==> src/rtl/serial_add_sub_pkg.sv <==
// serial_add_sub_pkg
//   Shared types and sizing helpers for the digit-serial adder/subtractor.
//   - state_t           : controller states (IDLE, RUN, DONE)
//   - DEF_WIDTH/DEF_DIGIT : default operand width and digit size
//   - num_digits()      : digits per operand, N = WIDTH/DIGIT
//   - cnt_width()       : digit counter width, clog2(N) with a floor of 1
package serial_add_sub_pkg;

   typedef enum logic [1:0] {
      IDLE = 2'd0,
      RUN  = 2'd1,
      DONE = 2'd2
   } state_t;

   localparam int DEF_WIDTH = 16;
   localparam int DEF_DIGIT = 4;

   function automatic int num_digits(input int width, input int digit);
      return width / digit;
   endfunction

   // A single-digit operation still needs a 1-bit counter to keep the
   // select logic well formed.
   function automatic int cnt_width(input int n);
      return (n <= 1) ? 1 : $clog2(n);
   endfunction

endpackage

==> src/rtl/serial_add_sub_digit_add.sv <==
// digit_add
//   Combinational DIGIT-bit ripple-carry adder used once per clock by the
//   serial adder.
//   Ports:
//     a, b      DIGIT-bit addends
//     cin       carry in
//     sum       DIGIT-bit sum
//     cout      carry out of the top bit
//     c_msb_in  carry into the top bit (signed overflow = c_msb_in ^ cout)
module digit_add #(
   parameter int DIGIT = 4
) (
   input  logic [DIGIT-1:0] a,
   input  logic [DIGIT-1:0] b,
   input  logic             cin,
   output logic [DIGIT-1:0] sum,
   output logic             cout,
   output logic             c_msb_in
);

   logic [DIGIT:0] c;

   always_comb begin
      c    = '0;
      sum  = '0;
      c[0] = cin;
      for (int i = 0; i < DIGIT; i++) begin
         sum[i]   = a[i] ^ b[i] ^ c[i];
         c[i+1]   = (a[i] & b[i]) | (c[i] & (a[i] ^ b[i]));
      end
   end

   assign cout     = c[DIGIT];
   assign c_msb_in = c[DIGIT-1];

endmodule

==> src/rtl/serial_add_sub.sv <==
// serial_add_sub
//   Digit-serial two's-complement adder/subtractor. Processes DIGIT bits per
//   clock, LSB digit first, over N = WIDTH/DIGIT cycles.
//   Ports:
//     clk, rst              rising-edge clock, synchronous active-high reset
//     in_valid / in_ready   operand handshake (x, y, sub)
//     x, y                  WIDTH-bit operands; sub=1 selects x-y
//     out_valid / out_ready result handshake; result held until taken
//     s                     WIDTH-bit result
//     cout                  carry out of MSB (for sub: 1 = no borrow)
//     ovf                   signed overflow
//     zero                  s == 0 (after clamping when enabled)
//   Build option:
//     SERIAL_ADD_SUB_SATURATE_EN  clamp s to the signed limit on overflow.
module serial_add_sub
   import serial_add_sub_pkg::*;
#(
   parameter int WIDTH = DEF_WIDTH,
   parameter int DIGIT = DEF_DIGIT
) (
   input  logic             clk,
   input  logic             rst,
   input  logic             in_valid,
   output logic             in_ready,
   input  logic [WIDTH-1:0] x,
   input  logic [WIDTH-1:0] y,
   input  logic             sub,
   output logic             out_valid,
   input  logic             out_ready,
   output logic [WIDTH-1:0] s,
   output logic             cout,
   output logic             ovf,
   output logic             zero
);

   localparam int            N    = num_digits(WIDTH, DIGIT);
   localparam int            CW   = cnt_width(N);
   localparam logic [CW-1:0] LAST = CW'(N - 1);

   state_t           state_q, state_d;
   logic [WIDTH-1:0] a_q, b_q, r_q;
   logic             carry_q;
   logic [CW-1:0]    cnt_q;
   logic [WIDTH-1:0] s_q;
   logic             cout_q, ovf_q, zero_q;

   logic [DIGIT-1:0] a_dig, b_dig, dsum;
   logic             dcout, dc_msb;
   logic [WIDTH-1:0] res_word, fin_word;
   logic             ovf_fin;
   logic             last_dig;

   // Operands are latched once; the counter selects which digit feeds the
   // single adder instance each cycle.
   always_comb begin
      a_dig = a_q[DIGIT*int'(cnt_q) +: DIGIT];
      b_dig = b_q[DIGIT*int'(cnt_q) +: DIGIT];
   end

   digit_add #(.DIGIT(DIGIT)) u_digit_add (
      .a        (a_dig),
      .b        (b_dig),
      .cin      (carry_q),
      .sum      (dsum),
      .cout     (dcout),
      .c_msb_in (dc_msb)
   );

   assign last_dig = (cnt_q == LAST);
   assign ovf_fin  = dc_msb ^ dcout;

   always_comb begin
      res_word = r_q;
      res_word[DIGIT*int'(cnt_q) +: DIGIT] = dsum;
      fin_word = res_word;
`ifdef SERIAL_ADD_SUB_SATURATE_EN
      // On overflow both effective operands carry A's sign, so A's MSB
      // tells which limit the true result ran past.
      if (ovf_fin) begin
         fin_word = (WIDTH'(1) << (WIDTH - 1));
         if (!a_q[WIDTH-1]) fin_word = ~fin_word;
      end
`endif
   end

   always_comb begin
      state_d = state_q;
      case (state_q)
         IDLE:    if (in_valid)  state_d = RUN;
         RUN:     if (last_dig)  state_d = DONE;
         DONE:    if (out_ready) state_d = IDLE;
         default:                state_d = IDLE;
      endcase
   end

   always_ff @(posedge clk) begin
      if (rst) begin
         state_q <= IDLE;
         a_q     <= '0;
         b_q     <= '0;
         r_q     <= '0;
         carry_q <= 1'b0;
         cnt_q   <= '0;
         s_q     <= '0;
         cout_q  <= 1'b0;
         ovf_q   <= 1'b0;
         zero_q  <= 1'b0;
      end else begin
         state_q <= state_d;
         case (state_q)
            IDLE: if (in_valid) begin
               // Subtraction: invert B here, the +1 enters as carry-in.
               a_q     <= x;
               b_q     <= y ^ {WIDTH{sub}};
               carry_q <= sub;
               cnt_q   <= '0;
            end
            RUN: begin
               r_q     <= res_word;
               carry_q <= dcout;
               cnt_q   <= cnt_q + 1'b1;
               // Visible outputs update only once, so they never show a
               // partially built result.
               if (last_dig) begin
                  s_q    <= fin_word;
                  cout_q <= dcout;
                  ovf_q  <= ovf_fin;
                  zero_q <= (fin_word == '0);
               end
            end
            default: ;
         endcase
      end
   end

   assign in_ready  = (state_q == IDLE);
   assign out_valid = (state_q == DONE);
   assign s         = s_q;
   assign cout      = cout_q;
   assign ovf       = ovf_q;
   assign zero      = zero_q;

endmodule

==> config.mk <==
export PLATFORM = sky130hd
export DESIGN_NAME = serial_add_sub
export DESIGN_NICKNAME = d
export VERILOG_FILES = /design/src/rtl/serial_add_sub_pkg.sv /design/src/rtl/serial_add_sub_digit_add.sv /design/src/rtl/serial_add_sub.sv
export SDC_FILE = /design/constraint.sdc
export NUM_CORES = 1
export LEC_CHECK = 0
export CORE_UTILIZATION = 53
export CTS_CLUSTER_DIAMETER = 200
export DETAILED_ROUTE_END_ITERATION = 10
export GPL_ROUTABILITY_DRIVEN = 0
export PLACE_DENSITY = 0.81
export SYNTH_ARGS = -nofsm -noshare
export SYNTH_HDL_FRONTEND = slang
export SYNTH_SLANG_ARGS = --single-unit
==> constraint.sdc <==
create_clock -name clk -period 4.25 [get_ports clk]
set_input_delay 1.275 -clock clk [delete_from_list [all_inputs] [get_ports clk]]
set_output_delay 1.275 -clock clk [all_outputs]
set_load 0.01 [all_outputs]
==> results.txt <==
Combinational Power Share: 17.3%
First-pass GRT wire length: 11.76 mm
Reg2Reg Depth: 13
Crit path DAT: 4030 ps
Post-route setup TNS: 0 ps
Worst Path Max Fanout: 13
Post-CTS setup buffer count: 0
Clk slew on worst S/H paths: 70 ps
Critical hold path startpoint: a_q[4]
CP max-delay cell: dfxtp_1
Die height: 81.44 um
Slew HR: 37.33%
CTS root buffer: clkbuf_8
Fin util: 68.96%
Initial antenna violation count: 0
Internal Power: 0.001142 W
Worst-Margin Slew: 937.2 ps
1st-iter DRT viols: 179
Largest net degree at the start of global routing: 44
DRT Pass-1 Iters: 4
Post-Synth XOR/XNOR Area: 4.452%
Area growth from synthesis to final layout: 23.53%
Initial Utilization: 55.83%
Synth Net Count: 424
Clock Tree Buf Depth: 2
Largest stage delay, worst path: 610 ps
Worst Setup End Kind: flop
DR WL/cell: 14.00 um
Synth Register Bits: 72
Worst setup path start: cnt_q[0]
Hold Path Sink: a_q[4]
Remaining DRCs: 0
Tot Pwr: 0.001551 W
I/O pin count: 58
Post-CTS sizing: 0
Ys async rst share: 0%
Delay-heaviest family, CP: adder cells
Vias in the first global route: 2581
Adder and majority gate portion of the synthesized area: 4.639%
Drt via density: 5.495
Final nets: 470
Area of the multi-input gates: 0.001733 mm^2
Max Slew Vio Count: 0
Fin Clk Skew: 10.69 ps
Final worst slack: 477.7 ps
Die area: 0.006632 mm^2
Grt total ovfl: 0
Main combinational cell family by area after synthesis: simple AND/OR/NAND/NOR gates
Most common cell on crit path: fa_1
Hold path cells: 2
Antenna cells: 0
Layout fillers: 505
Hold Violations, Final: 0
CP Class: flop to flop
Synth Warn #: 0
Reg area: 0.001441 mm^2
Mean Syn Cell Area: 8.871 um^2
Top FF cell, synth: dfxtp_1
Cts hold-fix bufs: 0
CTS HTree Levels: 3
P per Cell Area: 375.5 mW/mm^2
Crit Reg-Reg Startpoint: cnt_q[0]
CTS tree: built
R2R setup slack: 480 ps
CTS Sinks: 72
P_sw: 0.0004094 W
Switching fraction of total power: 26.39%
Core Box Area: 0.005991 mm^2
Post-DP HPWL: 4.952 mm
Wirelength, routed: 7.040 mm
Achievable Freq: 265.1 MHz
Status: finished, final reports clean
Setup violators final: 0
Synth cell types: 34
Sequential area share after synthesis: 43.10%
TritonCTS Buffers: 9
Fin crit share: 88.76%
Post-synthesis mux area share: 6.584%
Worst hold margin: 458.4 ps
Simple-gate share of the synthesized area: 19.08%
Vias: 2764
Post-synthesis compound-gate area fraction: 16.98%
Row count: 28
IO Port Bufs: 57
Post-layout min period: 3772 ps
Max-cap violations: 0
P_leak: 1.460 nW
Sequential Power Share: 47.4%
Layout cells sized above 1: 7.944%
RSZ-0062 raised after global routing: false
Pre-CTS setup slack: 490.1 ps
Min-delay worst type: flop to flop
Netlist Area Pre-Place: 0.003344 mm^2
CP bufs+invs: 3
WP data required: 4510 ps
Cells after Synth: 377
GRT Overall Usage: 23.54%
Width of the die: 81.44 um
EDFF count, synth: 0
VDD IR max: 0.0002039 V
Crit-path cells: mux4_2 -> inv_1 -> fa_1 -> inv_1 -> fa_1 -> inv_1 -> fa_1 -> fa_1 -> nor2_1 -> a31oi_1 -> nand4_1 -> or3_1 -> o32ai_2
Power share of the clock group: 35.3%
Clock Latency Late Sink: 340 ps
Post-DRT Antenna Nets: 0
Worst r2r dst: zero
CP startpoint kind: flop
per-stage QoR:
step | instance area [um^2] | cells
floorplan | 3344 | 377
global route | 4131 | 503
CTS | 4131 | 503
detailed placement | 3931 | 487
finish | 4131 | 503
global placement | 3931 | 487
registers in the layout, indices dropped and copies added (netlist names), 2 cells and up:
register,flops
state_q,2
s,16
cnt_q,2
a_q,16
b_q,16
r_q,16
cell usage after synthesis (all sizes together), types with 3 or more instances:
| master | count | share of area (%) |
|---|---|---|
| xnor2 | 17 | 4.5 |
| nand4 | 3 | 0.56 |
| nand2b | 4 | 0.75 |
| a211oi | 45 | 10 |
| mux2i | 4 | 1.2 |
| clkbuf | 21 | 2.4 |
| a31oi | 11 | 2.2 |
| mux4 | 8 | 5.4 |
| nand2 | 42 | 4.7 |
| inv | 12 | 1.3 |
| and2 | 3 | 0.56 |
| nand3 | 8 | 1.2 |
| fa | 4 | 2.4 |
| a21oi | 25 | 3.7 |
| nor2 | 57 | 6.4 |
| and2b | 4 | 0.97 |
| dfxtp | 72 | 43 |
| nor2b | 12 | 2.2 |
| ha | 6 | 2.2 |
| buf | 8 | 1.4 |
how the worst max path moves through the flow:
stage                 to  slack, ps  depth (start not counted)
detailed placement  zero        490                         13
global route        zero        230                         13
finish              zero        480                         13
floorplan           zero        630                         14
CTS                 zero        470                         13
global placement    zero        600                         13
cells in the final DEF (no fill, tap or decap), types with 2 or more instances in the layout:
master and instances:
nand4_1 3, buf_4 7, nor2b_1 11, a21oi_1 25, nand3_1 8, fa_1 4
ha_1 6, nand2_1 42, nor3_1 2, nand2b_1 4, clkdlybuf4s50_1 56, clkbuf_1 3
clkbuf_8 11, mux2i_1 4, and2b_2 2, and2_1 3, and2b_1 2, xnor2_1 17
inv_1 12, nor2_1 57, a211oi_1 45, dfxtp_1 72, mux4_2 8, a31oi_1 10
layout make-up:
| class | instances | share of cell area, % |
|---|---|---|
| inverter | 12 | 1.090 |
| clock buffer | 14 | 3.937 |
| tap | 75 | 2.271 |
| clock inverter | 2 | 0.9085 |
| multi-input combinational | 264 | 41.94 |
| sequential | 72 | 34.89 |
| timing repair buffer | 64 | 14.96 |
cell families after synthesis:
kind of cell	Yosys count
AOI/OAI and AO/OA	84
adders and majority gates	10
and+or+nand+nor	141
buffers and inverters	41
muxes	12
xor gates and xnor gates	17
DFF	72
worst min-delay path, delay by kind of cell, from the launching register on:
| family | cells | cell delay [ps] |
|---|---|---|
| AND/OR/NAND/NOR | 1 | 50 |
| flip-flops | 1 | 310 |
| AO/OA/AOI/OAI | 1 | 50 |
power groups by stage:
stage / Sequential (W) / Clock, W / Combinational [W]
floorplan: 0.000743 / 0 / 0.000191
detailed placement: 0.000751 / 0 / 0.000266
CTS: 0.000736 / 0.000556 / 0.000267
global placement: 0.000749 / 0 / 0.000259
global route: 0.000741 / 0.000587 / 0.000297
finish: 0.000736 / 0.000547 / 0.000268
routing by layer:
metal	GRT usage, %	part of all wire [%]	vias up
met1	29.77	46	1275
met5	0	0	-
met3	6.333	3.8	14
li1	-	-	1402
met4	8.036	2.0	0
met2	38.67	48	73
Power figures use the tool's default switching activity.
